**config.mk**
```make
export PLATFORM = sky130hd
export DESIGN_NAME = vx_gbar_arbiter
export DESIGN_NICKNAME = d
export VERILOG_FILES = /design/src/rtl/vx_gbar_arbiter.sv
export SDC_FILE = /design/constraint.sdc
export NUM_CORES = 1
export LEC_CHECK = 0
export CAP_MARGIN = 20
export CORE_MARGIN = 3
export CORE_UTILIZATION = 45
export DETAILED_ROUTE_END_ITERATION = 6
export PLACE_DENSITY = 0.67
export SETUP_SLACK_MARGIN = 0.4
export SYNTH_ARGS = -nofsm -noshare
export SYNTH_HDL_FRONTEND = slang
export SYNTH_SLANG_ARGS = --single-unit
```
**constraint.sdc**
```tcl
create_clock -name clk -period 6 [get_ports clk]
set_input_delay 0.6 -clock clk [delete_from_list [all_inputs] [get_ports clk]]
set_output_delay 0.6 -clock clk [all_outputs]
set_load 0.01 [all_outputs]
```
**src/rtl/vx_gbar_arbiter.sv**
```systemverilog
// Global barrier arbiter: cores arrive at barrier IDs through a round-robin
// arbiter; a barrier releases (single-cycle broadcast) when the completing
// arrival sees popcount(mask) equal to its participant count.
module vx_gbar_arbiter #(
    parameter int NUM_CORES    = 4,
    parameter int NUM_BARRIERS = 8,
    localparam int NC_WIDTH    = (NUM_CORES > 1) ? $clog2(NUM_CORES) : 1,
    localparam int NB_WIDTH    = (NUM_BARRIERS > 1) ? $clog2(NUM_BARRIERS) : 1
) (
    input  logic                          clk,
    input  logic                          reset_n,
    input  logic [NUM_CORES-1:0]          req_valid,
    input  logic [NUM_CORES*NB_WIDTH-1:0] req_id,
    input  logic [NUM_CORES*NC_WIDTH-1:0] req_size_m1,
    output logic [NUM_CORES-1:0]          req_ready,
    output logic                          rsp_valid,
    output logic [NB_WIDTH-1:0]           rsp_id,
    output logic                          dup_err,
    output logic                          busy
);

    logic [NC_WIDTH-1:0]  r_ptr;
    logic [NUM_CORES-1:0] r_mask [NUM_BARRIERS];
    logic                 r_rsp_valid;
    logic [NB_WIDTH-1:0]  r_rsp_id;
    logic                 r_dup_err;
    logic                 r_busy;

    logic                 w_gnt_vld;
    logic [NC_WIDTH-1:0]  w_gnt_idx;
    logic [NB_WIDTH-1:0]  w_acc_id;
    logic [NC_WIDTH-1:0]  w_acc_sz;
    logic [NUM_CORES-1:0] w_row;
    logic [NC_WIDTH:0]    w_cnt;
    logic                 w_rel;
    logic                 w_dup;
    logic                 w_busy_nxt;
    logic [NUM_CORES-1:0] w_mask_nxt [NUM_BARRIERS];
    logic [NC_WIDTH-1:0]  w_ptr_nxt;

    // Round-robin search: first valid requester at or after the pointer
    always_comb begin
        int v_c;
        w_gnt_vld = 1'b0;
        w_gnt_idx = '0;
        v_c       = 0;
        for (int k = 0; k < NUM_CORES; k++) begin
            v_c = int'(r_ptr) + k;
            if (v_c >= NUM_CORES) v_c = v_c - NUM_CORES;
            if (!w_gnt_vld && req_valid[v_c]) begin
                w_gnt_vld = 1'b1;
                w_gnt_idx = NC_WIDTH'(v_c);
            end
        end
    end

    // Ready is held low while in reset so nothing is accepted before release
    always_comb begin
        req_ready = '0;
        if (reset_n && w_gnt_vld) req_ready[w_gnt_idx] = 1'b1;
    end

    // Mask update for the accepted arrival: duplicate, completion or accumulate
    always_comb begin
        for (int b = 0; b < NUM_BARRIERS; b++) w_mask_nxt[b] = r_mask[b];
        w_rel    = 1'b0;
        w_dup    = 1'b0;
        w_acc_id = req_id[w_gnt_idx*NB_WIDTH +: NB_WIDTH];
        w_acc_sz = req_size_m1[w_gnt_idx*NC_WIDTH +: NC_WIDTH];
        w_row    = r_mask[w_acc_id];
        w_row[w_gnt_idx] = 1'b1;
        w_cnt    = '0;
        for (int j = 0; j < NUM_CORES; j++) w_cnt = w_cnt + (NC_WIDTH+1)'(w_row[j]);
        if (w_gnt_vld) begin
            if (r_mask[w_acc_id][w_gnt_idx]) begin
                w_dup = 1'b1;
            end else if (w_cnt == ({1'b0, w_acc_sz} + (NC_WIDTH+1)'(1))) begin
                w_mask_nxt[w_acc_id] = '0;
                w_rel                = 1'b1;
            end else begin
                w_mask_nxt[w_acc_id] = w_row;
            end
        end
        w_busy_nxt = 1'b0;
        for (int b = 0; b < NUM_BARRIERS; b++) w_busy_nxt = w_busy_nxt | (|w_mask_nxt[b]);
    end

    // Pointer moves past the granted core, wrapping at NUM_CORES
    always_comb begin
        if (int'(w_gnt_idx) == NUM_CORES - 1) w_ptr_nxt = '0;
        else                                  w_ptr_nxt = w_gnt_idx + NC_WIDTH'(1);
    end

    // State and registered outputs
    always_ff @(posedge clk or negedge reset_n) begin
        if (!reset_n) begin
            for (int b = 0; b < NUM_BARRIERS; b++) r_mask[b] <= '0;
            r_ptr       <= '0;
            r_rsp_valid <= 1'b0;
            r_rsp_id    <= '0;
            r_dup_err   <= 1'b0;
            r_busy      <= 1'b0;
        end else begin
            for (int b = 0; b < NUM_BARRIERS; b++) r_mask[b] <= w_mask_nxt[b];
            if (w_gnt_vld) r_ptr <= w_ptr_nxt;
            r_rsp_valid <= w_rel;
            if (w_rel) r_rsp_id <= w_acc_id;
            if (w_dup) r_dup_err <= 1'b1;
            r_busy <= w_busy_nxt;
        end
    end

    assign rsp_valid = r_rsp_valid;
    assign rsp_id    = r_rsp_id;
    assign dup_err   = r_dup_err;
    assign busy      = r_busy;

endmodule

```
==> flow_summary.ini <==
[placement]
port_buffers = 35
pre_cts_slack_ns = -0.246
hpwlAfterDp_um = 6320
gp_congestion = 0.991

[synth]
synth_top_family_by_area = simple AND/OR/NAND/NOR gates
synth_adder_area_share_pct = 3.64
synth_nets = 320
synth-seq-cells = 40
synth_area_um2 = 2950
synth_edf_count = 0
yosysTopAreaCellShare_pct = 33.9
synth_mux_area_share_pct = 17.5
syn_inst = 286
yosysWarnings = 0
async_flop_share_pct = 100
synth_compound_area_share_pct = 17.8
synthSimpleGateAreaFrac_pct = 21.7
avgSynthCellArea_um2 = 10.3
synth_xor_area_share_pct = 0.890
ys_seq_area_share_pct = 33.9
synthFlopType = dfrtp_1
synth_top_area_cell = dfrtp_1
synth.distinct_cells = 77
synth_area_leaders = dfrtp_1, mux2_2, mux2i_1

[timing]
worst_pin_slew_ns = 0.663
fin_crit_sh_pct = 91.2
slew_violations = 0
rsz0062_at_grt = no
hold_viol = 0
clock_skew_ns = 0.00758
period_minus_slack_ns = 5.47
slew_headroom_pct = 55.8
fmax_mhz = 183
setup_viol = 0
setup_slack_ns = 0.530

[detailed_routing]
wl_um = 9020
viasPerCell = 5.93
drc = 0
drt-initial-drc-count = 129
postRouteAntennaNets = 0
drt_pass1_iterations = 4
drt-wirelength-per-cell_um = 19.6
via_count = 2726

[setup_path]
cpMostUsedCell = buf_6
cp_slowest_cell = fa_1
crit_path_end_kind = flip-flop
reg2reg_depth = 25
cp_num_buf_inv = 8
critPathMaxFanout = 5
r2r_start = r_ptr[1]
required_ns = 6.18
cpLargestDelayFamily = simple AND/OR/NAND/NOR gates
reg2reg_slack_ns = 0.60
arrival_ns = 5.65
cpPeakStageDelay_ns = 0.55
cp-start-kind = input pin
crit_type = input pin to flip-flop
r2r_end = busy

[clock_tree]
clkSinkCount = 40
ctsHoldBuffers = 0
ctsRootBufferMaster = clkbuf_8
clock_tree.buffer_depth = 2
h-tree-depth = 2
path_clk_slew_ns = 0.08
cts_tree = built
cts_made_buffers = 5
clk_latency_ns = 0.30

[global_route]
track_usage_pct = 23.0
grt_max_degree = 45
antenna_found_initial = 0
grt_first_pass_wirelength_um = 13500
grt_pass1_vias = 2633
grt_overflow = 0

[cells_and_area]
n_antenna_cell = 0
drive_gt1_share_pct = 48.1
syn_to_final_growth_pct = 44.2
n_fill_cell = 456
fin_nets = 418

[floorplan]
initial_core_util_pct = 48.2
die_h_um = 87.0
die_w_um = 87.0
num_rows = 28
die_area_um2 = 7570
core_um2 = 6130
ios = 36

[min_path]
hold_path.class = input pin to asynchronous set/reset pin

[job]
maxCapViolations = 0

[status]
status = completed
-- worst reg2reg max path, stage by stage, from the launching register on --
cell and delay, ns:
dfrtp_1 0.36, buf_4 0.18, nand2_1 0.09, a211o_4 0.35
buf_6 0.13, and2_4 0.16, a32oi_4 0.29, buf_6 0.16
buf_4 0.11, buf_4 0.10, nand2b_4 0.11, o22ai_2 0.08
nor3_2 0.24, nand2_1 0.12, fa_1 0.55, ha_2 0.19
ha_4 0.20, xor2_1 0.14, nor3_2 0.18, buf_6 0.17
a21oi_4 0.05, nor4_4 0.37, buf_4 0.18, mux2_4 0.15
o2111ai_2 0.10, or4b_1 0.50
-- area by class of cell --
class / count / area (um^2) / share of cell area (%)
repair buffers: 106 / 896 / 21.0
multi-input cells: 218 / 2110 / 49.5
clock inverters: 3 / 42.5 / 0.999
inverters: 13 / 48.8 / 1.15
clock buffers: 5 / 68.8 / 1.62
flip-flops and latches: 40 / 1000 / 23.5
well taps: 75 / 93.8 / 2.20
-- sequential cells by signal, summed over array words and instances (netlist names) --
signal and flops:
busy 1, rsp_id 3, rsp_valid 1, r_mask 32
dup_err 1, r_ptr 2
-- Yosys cell counts, types with 7 or more instances --
library cell,count
nor2_1,14
nand2_1,25
dfrtp_1,40
inv_1,12
o21ai_0,7
buf_2,7
ha_1,7
mux2i_1,14
nor4_1,8
and3_1,7
mux2_2,30
nand3_1,10
-- repair_timing --
| action | in CTS | in global routing |
|---|---|---|
| setup buffers | 10 | 11 |
| pin swaps | 9 | 22 |
| resized for setup | 21 | 51 |
| setup endpoints to repair | 1 | 1 |
| endpoints found under the hold margin | 0 | 0 |
-- worst max path at each step --
stage | startpoint | end | slack [ns] | depth (start not counted)
after detailed placement | req_valid[1] | busy | -0.25 | 22
after CTS | req_valid[2] | busy | 0.45 | 24
after global routing | req_valid[1] | busy | 0.38 | 26
after floorplan | req_valid[2] | busy | 0.44 | 21
after global placement | req_valid[1] | busy | -0.15 | 22
final | req_valid[1] | busy | 0.53 | 26
-- kinds of logic after synthesis --
kind of cell    count (synthesis)
compound gates                 54
xor+xnor                        3
fa+ha+maj                       8
buf+inv                        28
flops                          40
mux                            46
simple gates                  107
-- stage by stage --
| step | hold WS (ns) | TNS [ns] | util [%] | cell area (um^2) | instances |
|---|---|---|---|---|---|
| global route | 0.411 | 0 | 69.4 | 4260 | 460 |
| global placement | 0.440 | -0.154 | 60.0 | 3680 | 431 |
| CTS | 0.376 | 0 | 64.3 | 3940 | 449 |
| finish | 0.355 | 0 | 69.4 | 4260 | 460 |
| detailed placement | 0.447 | -0.246 | 60.0 | 3680 | 431 |
| floorplan | 0.304 | 0 | - | 2950 | 286 |
-- layout by cell type, fill, tap and decap left out, types with 5 or more instances in the layout --
cell type,netlist,layout
nand2_1,25,25
clkbuf_8,0,5
mux2i_1,14,13
o21ai_0,7,6
inv_1,12,12
nand3_1,10,6
buf_6,2,10
clkdlybuf4s50_1,0,30
nand3_2,3,7
and3_1,7,7
buf_4,2,61
dfrtp_1,40,40
mux2_2,30,29
nor2_1,14,12
ha_1,7,5
-- layer usage --
| metal | wire length [um] | track usage [%] | vias up |
|---|---|---|---|
| met4 | 247 | 5.95 | 0 |
| met5 | 0 | 0 | - |
| met1 | 3850 | 30.5 | 1328 |
| met2 | 4300 | 38.8 | 117 |
| li1 | - | - | 1258 |
| met3 | 617 | 4.07 | 23 |
Power is left out: the tool's default activity adds up to more than one toggle a clock period on the data nets, which glitch-free logic cannot reach.
